===== src/rtl/imem_loader_if.sv =====
// Byte-stream input and instruction-memory write port of the loader.
//   in_valid / in_data / in_ready : host byte stream (valid/ready handshake)
//   wr_en / wr_addr / wr_data     : single-word write port into instruction memory
// master: the host/memory side; slave: the loader.
interface imem_loader_if;
  logic        in_valid;
  logic [7:0]  in_data;
  logic        in_ready;
  logic        wr_en;
  logic [31:0] wr_addr;
  logic [31:0] wr_data;

  modport master (
    output in_valid,
    output in_data,
    input  in_ready,
    input  wr_en,
    input  wr_addr,
    input  wr_data
  );

  modport slave (
    input  in_valid,
    input  in_data,
    output in_ready,
    output wr_en,
    output wr_addr,
    output wr_data
  );
endinterface


===== src/rtl/imem_loader.sv =====
// Instruction-memory loader: assembles a big-endian byte stream into 32-bit words and
// writes them to consecutive word-aligned addresses while holding the CPU in stall.
// Ports:
//   clk, rst_n        clock, asynchronous active-low reset
//   start             one-cycle load request (sampled only when idle)
//   base_addr         byte address of the first word (sampled with start)
//   word_count        number of words to load (sampled with start)
//   abort             cancel the current load
//   bus (slave)       byte stream in (in_valid/in_data/in_ready), write port out
//                     (wr_en/wr_addr/wr_data)
//   busy              load in progress (CPU stall)
//   done              one-cycle pulse when a load completes
//   err               sticky: last start was rejected; cleared by the next accepted start
module imem_loader #(
  parameter int unsigned DEPTH_WORDS = 128,
  parameter int unsigned CNT_W       = 8
) (
  input  logic             clk,
  input  logic             rst_n,
  input  logic             start,
  input  logic [31:0]      base_addr,
  input  logic [CNT_W-1:0] word_count,
  input  logic             abort,
  imem_loader_if.slave     bus,
  output logic             busy,
  output logic             done,
  output logic             err
);

  // Range check is done wide enough that base index + count can never wrap.
  localparam int unsigned SumW = CNT_W + 31;

  typedef enum logic [1:0] {StIdle, StCollect, StWrite, StDone} state_e;

  state_e           state_q;
  logic [1:0]       byte_idx_q;
  logic [31:0]      cur_addr_q;
  logic [CNT_W-1:0] rem_q;
  logic [23:0]      asm_q;       // first three bytes of the word; byte 3 goes straight out
  logic             in_ready_q;
  logic             wr_en_q;
  logic [31:0]      wr_addr_q;
  logic [31:0]      wr_data_q;
  logic             busy_q;
  logic             done_q;
  logic             err_q;

  logic [SumW-1:0]  end_idx;
  logic             start_bad;

  assign end_idx   = SumW'(base_addr[31:2]) + SumW'(word_count);
  assign start_bad = (base_addr[1:0] != 2'b00) || (end_idx > SumW'(DEPTH_WORDS));

  always_ff @(posedge clk or negedge rst_n) begin
    if (!rst_n) begin
      state_q    <= StIdle;
      byte_idx_q <= 2'd0;
      cur_addr_q <= 32'd0;
      rem_q      <= '0;
      asm_q      <= 24'd0;
      in_ready_q <= 1'b0;
      wr_en_q    <= 1'b0;
      wr_addr_q  <= 32'd0;
      wr_data_q  <= 32'd0;
      busy_q     <= 1'b0;
      done_q     <= 1'b0;
      err_q      <= 1'b0;
    end else begin
      wr_en_q <= 1'b0;
      done_q  <= 1'b0;
      case (state_q)
        StIdle: begin
          if (start) begin
            if (start_bad) begin
              err_q <= 1'b1;
            end else if (word_count == '0) begin
              err_q   <= 1'b0;
              done_q  <= 1'b1;
              state_q <= StDone;
            end else begin
              err_q      <= 1'b0;
              cur_addr_q <= base_addr;
              rem_q      <= word_count;
              byte_idx_q <= 2'd0;
              busy_q     <= 1'b1;
              in_ready_q <= 1'b1;
              state_q    <= StCollect;
            end
          end
        end
        StCollect: begin
          if (abort) begin
            byte_idx_q <= 2'd0;
            busy_q     <= 1'b0;
            in_ready_q <= 1'b0;
            state_q    <= StIdle;
          end else if (bus.in_valid) begin
            asm_q      <= {asm_q[15:0], bus.in_data};
            byte_idx_q <= byte_idx_q + 2'd1;
            if (byte_idx_q == 2'd3) begin
              in_ready_q <= 1'b0;
              wr_en_q    <= 1'b1;
              wr_addr_q  <= cur_addr_q;
              wr_data_q  <= {asm_q, bus.in_data};
              state_q    <= StWrite;
            end
          end
        end
        StWrite: begin
          byte_idx_q <= 2'd0;
          if (abort) begin
            busy_q  <= 1'b0;
            state_q <= StIdle;
          end else begin
            cur_addr_q <= cur_addr_q + 32'd4;
            rem_q      <= rem_q - CNT_W'(1);
            if (rem_q == CNT_W'(1)) begin
              busy_q  <= 1'b0;
              done_q  <= 1'b1;
              state_q <= StDone;
            end else begin
              in_ready_q <= 1'b1;
              state_q    <= StCollect;
            end
          end
        end
        StDone: begin
          state_q <= StIdle;
        end
        default: begin
          state_q <= StIdle;
        end
      endcase
    end
  end

  // An abort arriving during the write cycle suppresses the strobe, so a cancelled
  // word never reaches memory.
  assign bus.wr_en    = wr_en_q & ~abort;
  assign bus.in_ready = in_ready_q;
  assign bus.wr_addr  = wr_addr_q;
  assign bus.wr_data  = wr_data_q;
  assign busy         = busy_q;
  assign done         = done_q;
  assign err          = err_q;

endmodule

===== src/flat_wrapper.sv =====
// flat-port wrapper written by rule: the top's interface ports become plain ports
module imem_loader_flat 
#(
  parameter int unsigned DEPTH_WORDS = 128,
  parameter int unsigned CNT_W       = 8
)
  (clk, rst_n, start, base_addr, word_count, abort, busy, done, err, bus_in_valid, bus_in_data, bus_in_ready, bus_wr_en, bus_wr_addr, bus_wr_data);
  imem_loader_if bus_i ();
  input  logic clk;
  input  logic rst_n;
  input  logic start;
  input  logic [31:0] base_addr;
  input  logic [CNT_W-1:0] word_count;
  input  logic abort;
  output logic busy;
  output logic done;
  output logic err;
  input wire logic [$bits(bus_i.in_valid)-1:0] bus_in_valid;
  input wire logic [$bits(bus_i.in_data)-1:0] bus_in_data;
  output wire logic [$bits(bus_i.in_ready)-1:0] bus_in_ready;
  output wire logic [$bits(bus_i.wr_en)-1:0] bus_wr_en;
  output wire logic [$bits(bus_i.wr_addr)-1:0] bus_wr_addr;
  output wire logic [$bits(bus_i.wr_data)-1:0] bus_wr_data;
  assign bus_i.in_valid = bus_in_valid;
  assign bus_i.in_data = bus_in_data;
  assign bus_in_ready = bus_i.in_ready;
  assign bus_wr_en = bus_i.wr_en;
  assign bus_wr_addr = bus_i.wr_addr;
  assign bus_wr_data = bus_i.wr_data;
  imem_loader #(.DEPTH_WORDS(DEPTH_WORDS), .CNT_W(CNT_W)) u_core (.clk(clk), .rst_n(rst_n), .start(start), .base_addr(base_addr), .word_count(word_count), .abort(abort), .bus(bus_i), .busy(busy), .done(done), .err(err));
endmodule

===== config.mk =====
export PLATFORM = sky130hd
export DESIGN_NAME = imem_loader_flat
export DESIGN_NICKNAME = d
export VERILOG_FILES = /design/src/rtl/imem_loader_if.sv /design/src/rtl/imem_loader.sv /design/src/flat_wrapper.sv
export SDC_FILE = /design/constraint.sdc
export NUM_CORES = 1
export LEC_CHECK = 0
export ABC_AREA = 1
export CORE_MARGIN = 2
export CORE_UTILIZATION = 35
export DETAILED_ROUTE_END_ITERATION = 10
export PLACE_DENSITY = 0.67
export SLEW_MARGIN = 20
export SYNTH_ARGS = -nofsm -noshare
export SYNTH_HDL_FRONTEND = slang
export SYNTH_SLANG_ARGS = --single-unit

===== constraint.sdc =====
create_clock -name clk -period 3.5 [get_ports clk]
set_clock_uncertainty 0.05 [all_clocks]
set_input_delay 0.7 -clock clk [delete_from_list [all_inputs] [get_ports clk]]
set_output_delay 0.7 -clock clk [all_outputs]
set_load 0.005 [all_outputs]

==> summary.txt, run 1 <==
Setup path
  – Slowest CP cell: clkdlybuf4s50_1
  – Critical path's largest stage delay: 490 ps
  – Worst path depth: 16
  – Crit start category: input port
  – Flop-to-flop setup slack: 720 ps
  – Path type of the worst setup path: in -> reg
  – Crit-path most repeated cell: nand3_1
  – Critical path buffer and inverter count: 2
  – Worst-path fanout max: 8
  – R2R depth: 14
  – Kind of cell adding the most delay to the critical path: simple AND/OR/NAND/NOR gates
  – Critical path required time: 3780 ps
  – CP Capture Type: flop
  – CP cell instances: clkdlybuf4s50_1 -> ha_1 -> fa_1 -> or2_2 -> nor2_1 -> nand3_1 -> nor2_1 -> nand3_1 -> a21oi_1 -> nand3_1 -> nor2_2 -> nand3_2 -> nand2_4 -> nand2_4 -> buf_4 -> o21ai_0
  – Crit path DAT: 3540 ps

Drt
  – Routed vias: 7379
  – Total routed wirelength: 21.0 mm
  – TritonRoute pass-1 iters: 5
  – Vias per cell: 4.86
  – Final ANT Viol Nets: 0
  – DRC viols: 0
  – Routed len/inst: 13.8 microns
  – Initial DRC Count: 415

Layout
  – Final non-filler cell total: 1519
  – Most frequent cells in the layout: 362 x nand2_1, 137 x dfrtp_1, 128 x inv_1
  – Most common cell after layout, fill and taps aside: nand2_1
  – Area grow syn2layout: 29.8%
  – Fill cells: 2202
  – N_diodes: 0
  – Final nets: 1297
  – Layout cell share with drive strength beyond 1: 7.18%

Placement
  – Port Buffers: 121
  – GP Congestion: 0.909
  – DP Cell Count: 1487
  – DP HPWL: 16.0 mm
  – Post-place setup slack: -178 ps

Logic synthesis
  – Syn_nets: 1154
  – Top_reg_cell synth: dfrtp_1
  – Netlist cell types: 39
  – Synthesized instance count: 1083
  – Synthesized cell area: 7850 sq um
  – Mean Syn Cell Area: 7.24 sq um
  – Synth warn: 0
  – Sequential share of the synthesized area: 43.7%
  – EDFF count, synth: 0
  – FFs w/ async S/R, synth: 100%
  – Flops & latches, synth: 137

CTS
  – CTS resizes: 0
  – CTS tree: yes
  – Root buf cell: clkbuf_16
  – Setup Buffers After CTS: 0
  – Clock tree buffer depth: 2
  – Clock latency on the worst-skew pair: 420 ps
  – H-tree depth: 4
  – CTS Buf Count: 17
  – Hold-fix buffers, CTS: 0
  – CTS clk-pin slew, worst paths: 70 ps
  – Sink Count: 137

Floorplanning
  – Core box area: 21900 sq um
  – IO Count: 122
  – Die height: 154 microns
  – Starting Density: 35.8%
  – Die area: 23600 sq um
  – Die X: 154 microns
  – Rows: 54

STA
  – Slew @ Worst Pin: 891 ps
  – Total negative slack: 0 ps
  – Max transition margin: 40.0%
  – Max Freq: 306 MHz
  – Fin crit period: 3260 ps
  – Final Hold Viols: 0
  – Final period utilization: 93.2%
  – Final Max Slew Viols: 0
  – Setup violations, final: 0
  – Setup WS post-layout: 237 ps
  – Hold Slack: 225 ps

Global routing
  – Largest net degree at the start of global routing: 112
  – Total grt overflow: 0
  – Global-route wire length before repair: 35.2 mm
  – Vias in the first global route: 7075
  – Initial antenna violation count: 0
  – Total GRT Usage: 18.4%

Power and ir drop
  – Leakage dissipation: 4.94 nW
  – Power per Cell Area: 364 nW/um^2
  – Maximum vdd drop: 0.335 mV

Flow run
  – Maxcap violations: 0

Worst hold path
  – Hold Path Class: in -> async

Status
  – Status: completed
-- metrics by stage --
stage / utilization (%) / total power, mW / instance area [sq um]
after floorplan: - / 1.77 / 7850
after global routing: 46.5 / 3.86 / 10200
after detailed placement: 43.8 / 1.96 / 9580
final: 46.5 / 3.71 / 10200
after CTS: 46.5 / 3.75 / 10200
after global placement: 43.8 / 1.96 / 9580
-- layer usage --
layer	wire length, microns	track usage (%)	vias to the layer above
met5	0	0	-
met4	408	5.85	0
met3	1030	3.30	29
met2	9500	29.1	186
met1	10000	25.5	3423
li1	-	-	3741
-- logic make-up after synthesis --
kind of cell / after synthesis / share of synthesized area, %
AND/OR/NAND/NOR: 572 / 30.5
multiplexers: 9 / 1.15
adder cells (fa/ha/maj): 18 / 2.97
XOR/XNOR: 30 / 3.35
buffers and inverters: 163 / 8.15
AO/OA/AOI/OAI: 154 / 10.2
flip-flops: 137 / 43.7
-- worst register-to-register path: cells and delay by family (launching register included) --
family / cells / cell delay, ps
DFF: 1 / 560
and+or+nand+nor: 12 / 1760
AOI/OAI and AO/OA: 1 / 80
adders and majority gates: 1 / 230
-- sequential cells by signal, indices dropped and copies added (netlist names) --
register             cells
u_core.asm_q            24
u_core.bus.in_ready      1
u_core.bus.wr_addr      32
u_core.bus.wr_data      32
u_core.busy              1
u_core.byte_idx_q        2
u_core.cur_addr_q       32
u_core.done              1
u_core.err               1
u_core.rem_q             8
u_core.state_q           2
u_core.wr_en_q           1
-- worst paths after layout --
path	from	end
min in group clk	u_core.bus.wr_addr[18]$_DFFE_PN0P_	u_core.bus.wr_addr[18]$_DFFE_PN0P_
worst max-delay path	word_count[0]	u_core.rem_q[7]$_DFFE_PN0P_
worst max register to register	u_core.cur_addr_q[2]$_DFFE_PN0P_	u_core.cur_addr_q[30]$_DFFE_PN0P_
worst min-delay path	rst_n	u_core.cur_addr_q[2]$_DFFE_PN0P_
worst min register to register	u_core.bus.wr_addr[18]$_DFFE_PN0P_	u_core.bus.wr_addr[18]$_DFFE_PN0P_
max in group asynchronous	rst_n	u_core.bus.wr_addr[18]$_DFFE_PN0P_
-- power by group --
group / switching, mW / internal (mW) / total, mW
Sequential: 0.00523 / 1.59 / 1.59
Clock: 0.768 / 1.01 / 1.78
Combinational: 0.196 / 0.139 / 0.335
Total: 0.970 / 2.74 / 3.71
-- area by class of cell --
type	instances	area [sq um]	share of cell area, %
tap	280	350	3.44
clock buffer	18	429	4.22
clock inverter	14	163	1.60
sequential	137	3430	33.7
inverter	129	484	4.76
timing repair buffer	158	1540	15.1
multi-input combinational	783	3780	37.2
-- cell usage after synthesis, types with 4 or more instances --
master    number  share of area (%)
a21oi_1       20                1.3
buf_2          4               0.26
clkbuf_1      27                1.3
dfrtp_1      137                 44
ha_1          17                2.7
inv_1        129                6.2
mux2i_1        9                1.1
nand2_1      363                 17
nand3_1       53                3.4
nand3_2        4               0.51
nand3b_1       5               0.48
nand4_1       17                1.4
nor2_1        93                4.4
nor3_1        16                1.0
nor4_1         4               0.32
o21ai_0      101                6.4
o21ai_1       22                1.4
xor2_1        28                3.1
Power figures use the tool's default switching activity.
==> run 2, diff against run 1 <==
--- a/config.mk
+++ b/config.mk
@@ -5,11 +5,12 @@
 export SDC_FILE = /design/constraint.sdc
 export NUM_CORES = 1
 export LEC_CHECK = 0
-export ABC_AREA = 1
+export ABC_AREA = 0
 export CORE_MARGIN = 2
 export CORE_UTILIZATION = 35
 export DETAILED_ROUTE_END_ITERATION = 10
 export PLACE_DENSITY = 0.67
+export RECOVER_POWER = 50
 export SLEW_MARGIN = 20
 export SYNTH_ARGS = -nofsm -noshare
 export SYNTH_HDL_FRONTEND = slang
==> constraint.sdc (replaced) <==
create_clock -name clk -period 4.15 [get_ports clk]
set_clock_uncertainty 0.05 [all_clocks]
set_input_delay 0.83 -clock clk [delete_from_list [all_inputs] [get_ports clk]]
set_output_delay 0.83 -clock clk [all_outputs]
set_load 0.005 [all_outputs]
==> run 2 against run 1 <==
  * The run now ends with capacitance limit, slew limit left
  * Wire length fell by 8.3%
  * Design area fell by 2.4%
  * Worst hold slack improved by 190 ps
  * Register-to-register slack improved by 360 ps
  * Global-route usage fell by 0.42 points
  * Sequential power rose by 11%
  * Critical path depth fell by 1
  * Sequential cell count did not move
  * Via count fell by 8.8%
  * Utilization rose by 1.1 points
==> summary.txt, run 2 <==
Status
  – Status: finished with violations
  – Failing checks: capacitance limit, slew limit

Logic synthesis
  – Top_reg_cell synth: dfrtp_1
  – Synthesized cell area: 7390 sq um (-5.8%)
  – Synth warn: 0 (unchanged)
  – Most numerous cell in the Yosys netlist: nand2_1
  – FFs w/ async S/R, synth: 100% (unchanged)
  – Sequential share of the synthesized area: 46.4% (+2.7 points)
  – Syn_nets: 911 (-21%)
  – Synthesized instance count: 840 (-22%)
  – Post-synth top area share: 46.4% (+2.7 points)
  – Mean Syn Cell Area: 8.80 sq um (+21%)
  – Netlist cell types: 74 (+90%)
  – Synth top area cells: dfrtp_1 46%, nand2_1 12%, mux2_2 3.8%, nand3_1 3.2%, ha_1 2.9%
  – Top cells by count, synth: 243 x nand2_1, 137 x dfrtp_1, 47 x nand3_1
  – EDFF count, synth: 0 (unchanged)
  – Flops & latches, synth: 137 (unchanged)
  – Dominant cell type by area after synthesis: dfrtp_1

Drt
  – Routed vias: 6733 (-8.8%)
  – Final ANT Viol Nets: 0 (unchanged)
  – Total routed wirelength: 19.2 mm (-8.3%)
  – Initial DRC Count: 381 (-8.2%)
  – Routed len/inst: 14.8 microns (+7.5%)
  – TritonRoute pass-1 iters: 5 (unchanged)
  – Vias per cell: 5.20 (+7.0%)
  – DRC viols: 0 (unchanged)

Floorplanning
  – IO Count: 122 (unchanged)
  – Rows: 53 (-1.9%)
  – Die X: 149 microns (-2.9%)
  – Die height: 149 microns (-2.9%)
  – Starting Density: 35.4% (-0.47 points)
  – Core box area: 20900 sq um (-4.6%)
  – Die area: 22300 sq um (-5.7%)

Setup path
  – CP Capture Type: flop
  – Worst r2r src: u_core.cur_addr_q[2]$_DFFE_PN0P_
  – Crit. Startpoint: base_addr[2]
  – Worst-path fanout max: 5 (-3)
  – R2R depth: 11 (-3)
  – Critical path required time: 4390 ps (+610 ps)
  – Flop-to-flop setup slack: 1080 ps (+360 ps)
  – Critical path destination: u_core.rem_q[6]$_DFFE_PN0P_
  – Crit start category: input port
  – Crit path DAT: 4270 ps (+730 ps)
  – Worst reg2reg endpoint: u_core.cur_addr_q[30]$_DFFE_PN0P_
  – Path type of the worst setup path: in -> reg

Layout
  – Layout cell share with drive strength beyond 1: 15.0% (+7.8 points)
  – Final non-filler cell total: 1295 (-15%)
  – Most frequent cells in the layout: 243 x nand2_1, 137 x dfrtp_1, 87 x clkdlybuf4s50_1
  – Area grow syn2layout: 34.5%
  – N_diodes: 0 (unchanged)
  – Most common cell after layout, fill and taps aside: nand2_1
  – Final nets: 1078 (-17%)

Global routing
  – Largest net degree at the start of global routing: 100 (-11%)
  – Total grt overflow: 0 (unchanged)
  – Initial antenna violation count: 0 (unchanged)
  – Total GRT Usage: 17.9% (-0.42 points)
  – Global-route wire length before repair: 32.3 mm (-8.3%)
  – Vias in the first global route: 6414 (-9.3%)

Power and ir drop
  – Power per Cell Area: 450 nW/um^2 (+24%)
  – Maximum vdd drop: 0.231 mV (-31%)
  – Leakage dissipation: 4.59 nW (-7.1%)

STA
  – Final Hold Viols: 0 (unchanged)
  – Setup WS post-layout: 124 ps (-113 ps)
  – Setup violations, final: 0 (unchanged)
  – Max Freq: 248 MHz
  – RSZ-0062 raised after global routing: no
  – Max transition margin: -64.2% (-100 points)
  – Final Max Slew Viols: 100 (+100)
  – Total negative slack: 0 ps (unchanged)
  – Slew @ Worst Pin: 2460 ps (+1570 ps)
  – Final period utilization: 97.0%
  – Fin crit period: 4030 ps

Flow run
  – Maxcap violations: 1 (+1)

CTS
  – Root buf cell: clkbuf_16
  – CTS tree: yes
  – CTS Buf Count: 17 (unchanged)
  – Sink Count: 137 (unchanged)
  – CTS clk-pin slew, worst paths: 60 ps (about the same)
  – Clock tree buffer depth: 2 (unchanged)
  – Clock latency on the worst-skew pair: 420 ps (about the same)
  – Hold-fix buffers, CTS: 0 (unchanged)
  – H-tree depth: 4 (unchanged)

Placement
  – DP Cell Count: 1262 (-15%)
  – Post-place setup slack: -326 ps (-148 ps)
  – GP Congestion: 0.900 (-0.96%)
  – Port Buffers: 121 (unchanged)
  – DP HPWL: 13.8 mm (-14%)

Worst hold path
  – Hold Path Class: reg -> reg
## run 2: cell count changes after synthesis, moves of 22 or more
cell	before	now
mux2_2	0	25
xor2_1	28	4
nand2_1	363	243
inv_1	129	19
nor2_1	93	40
o21ai_0	101	38
o21ai_1	22	0
## run 2: cell families after synthesis
family / share of synthesized area (%)
simple gates: 27.1
compound gates: 14.0
flops: 46.4
fa+ha+maj: 3.15
mux: 5.17
buf+inv: 3.27
xor+xnor: 0.948
## run 2: worst min-delay path by stage
stage,slack (ps),cells past startpoint,to,from
final,410,2,u_core.bus.wr_data[30]$_DFFE_PN0P_,u_core.asm_q[22]$_DFFE_PN0P_
after global routing,440,2,u_core.bus.wr_data[16]$_DFFE_PN0P_,u_core.bus.wr_data[16]$_DFFE_PN0P_
after CTS,410,2,u_core.bus.wr_data[30]$_DFFE_PN0P_,u_core.asm_q[22]$_DFFE_PN0P_
after detailed placement,400,2,u_core.bus.wr_data[31]$_DFFE_PN0P_,u_core.asm_q[23]$_DFFE_PN0P_
after global placement,390,2,u_core.bus.wr_data[24]$_DFFE_PN0P_,u_core.asm_q[16]$_DFFE_PN0P_
after floorplan,380,2,u_core.bus.wr_data[24]$_DFFE_PN0P_,u_core.asm_q[16]$_DFFE_PN0P_
## run 2: layout make-up
cell class	count	area (sq um)
clock buffer	20	467
clock inverter	12	139
fill	2043	10900
inverter	21	78.8
multi-input combinational	643	3750
sequential	137	3430
tap	275	344
timing repair buffer	187	1730
## run 2: metrics by stage
step	utilization [%]	total power [mW]	hold slack, ps	instance area, sq um
global route	47.6	4.75	440	9940
detailed placement	44.6	2.97	397	9320
finish	47.6	4.48	410	9940
global placement	44.6	2.95	392	9320
floorplan	-	2.48	383	7390
CTS	47.5	4.52	413	9920
## run 2: critical path, cell delays in order
cell             delay [ps]
clkdlybuf4s50_1         430
ha_1                    240
fa_2                    390
a211oi_4                280
o211ai_2                140
and2_4                  180
or4_4                   410
nand3_2                 100
nand2_2                  70
nor4b_4                 270
buf_4                   180
nand4_2                 160
buf_4                   200
nor4b_1                 270
nor3_1                  100
## run 2: where the power goes
group | internal (mW) | switching [mW]
clock network | 0.939 | 0.593
registers | 1.56 | 0.203
logic | 0.554 | 0.624
total | 3.06 | 1.42
## run 2: repair_timing
| item | 4_1_cts | 5_1_grt |
|---|---|---|
| endpoints found under the setup margin | 0 | 16 |
| setup buffers | 0 | 1 |
| resized for setup | 0 | 4 |
| hold endpoints to repair | 0 | 0 |
## run 2: metal layers
layer,vias to the layer above,wire length (microns),global-route usage (%)
li1,3317,-,-
met1,3188,8820,24.3
met2,203,9180,29.2
met3,25,970,3.73
met4,0,240,4.95
met5,-,0,0
==> run 3, diff against run 2 <==
--- a/config.mk
+++ b/config.mk
@@ -6,6 +6,7 @@
 export NUM_CORES = 1
 export LEC_CHECK = 0
 export ABC_AREA = 0
+export CAP_MARGIN = 20
 export CORE_MARGIN = 2
 export CORE_UTILIZATION = 35
 export DETAILED_ROUTE_END_ITERATION = 10
@@ -15,3 +16,4 @@
 export SYNTH_ARGS = -nofsm -noshare
 export SYNTH_HDL_FRONTEND = slang
 export SYNTH_SLANG_ARGS = --single-unit
+export TNS_END_PERCENT = 5
==> results of run 3 <==
The final DEF is identical to that of run 2; final timing and power are the same.
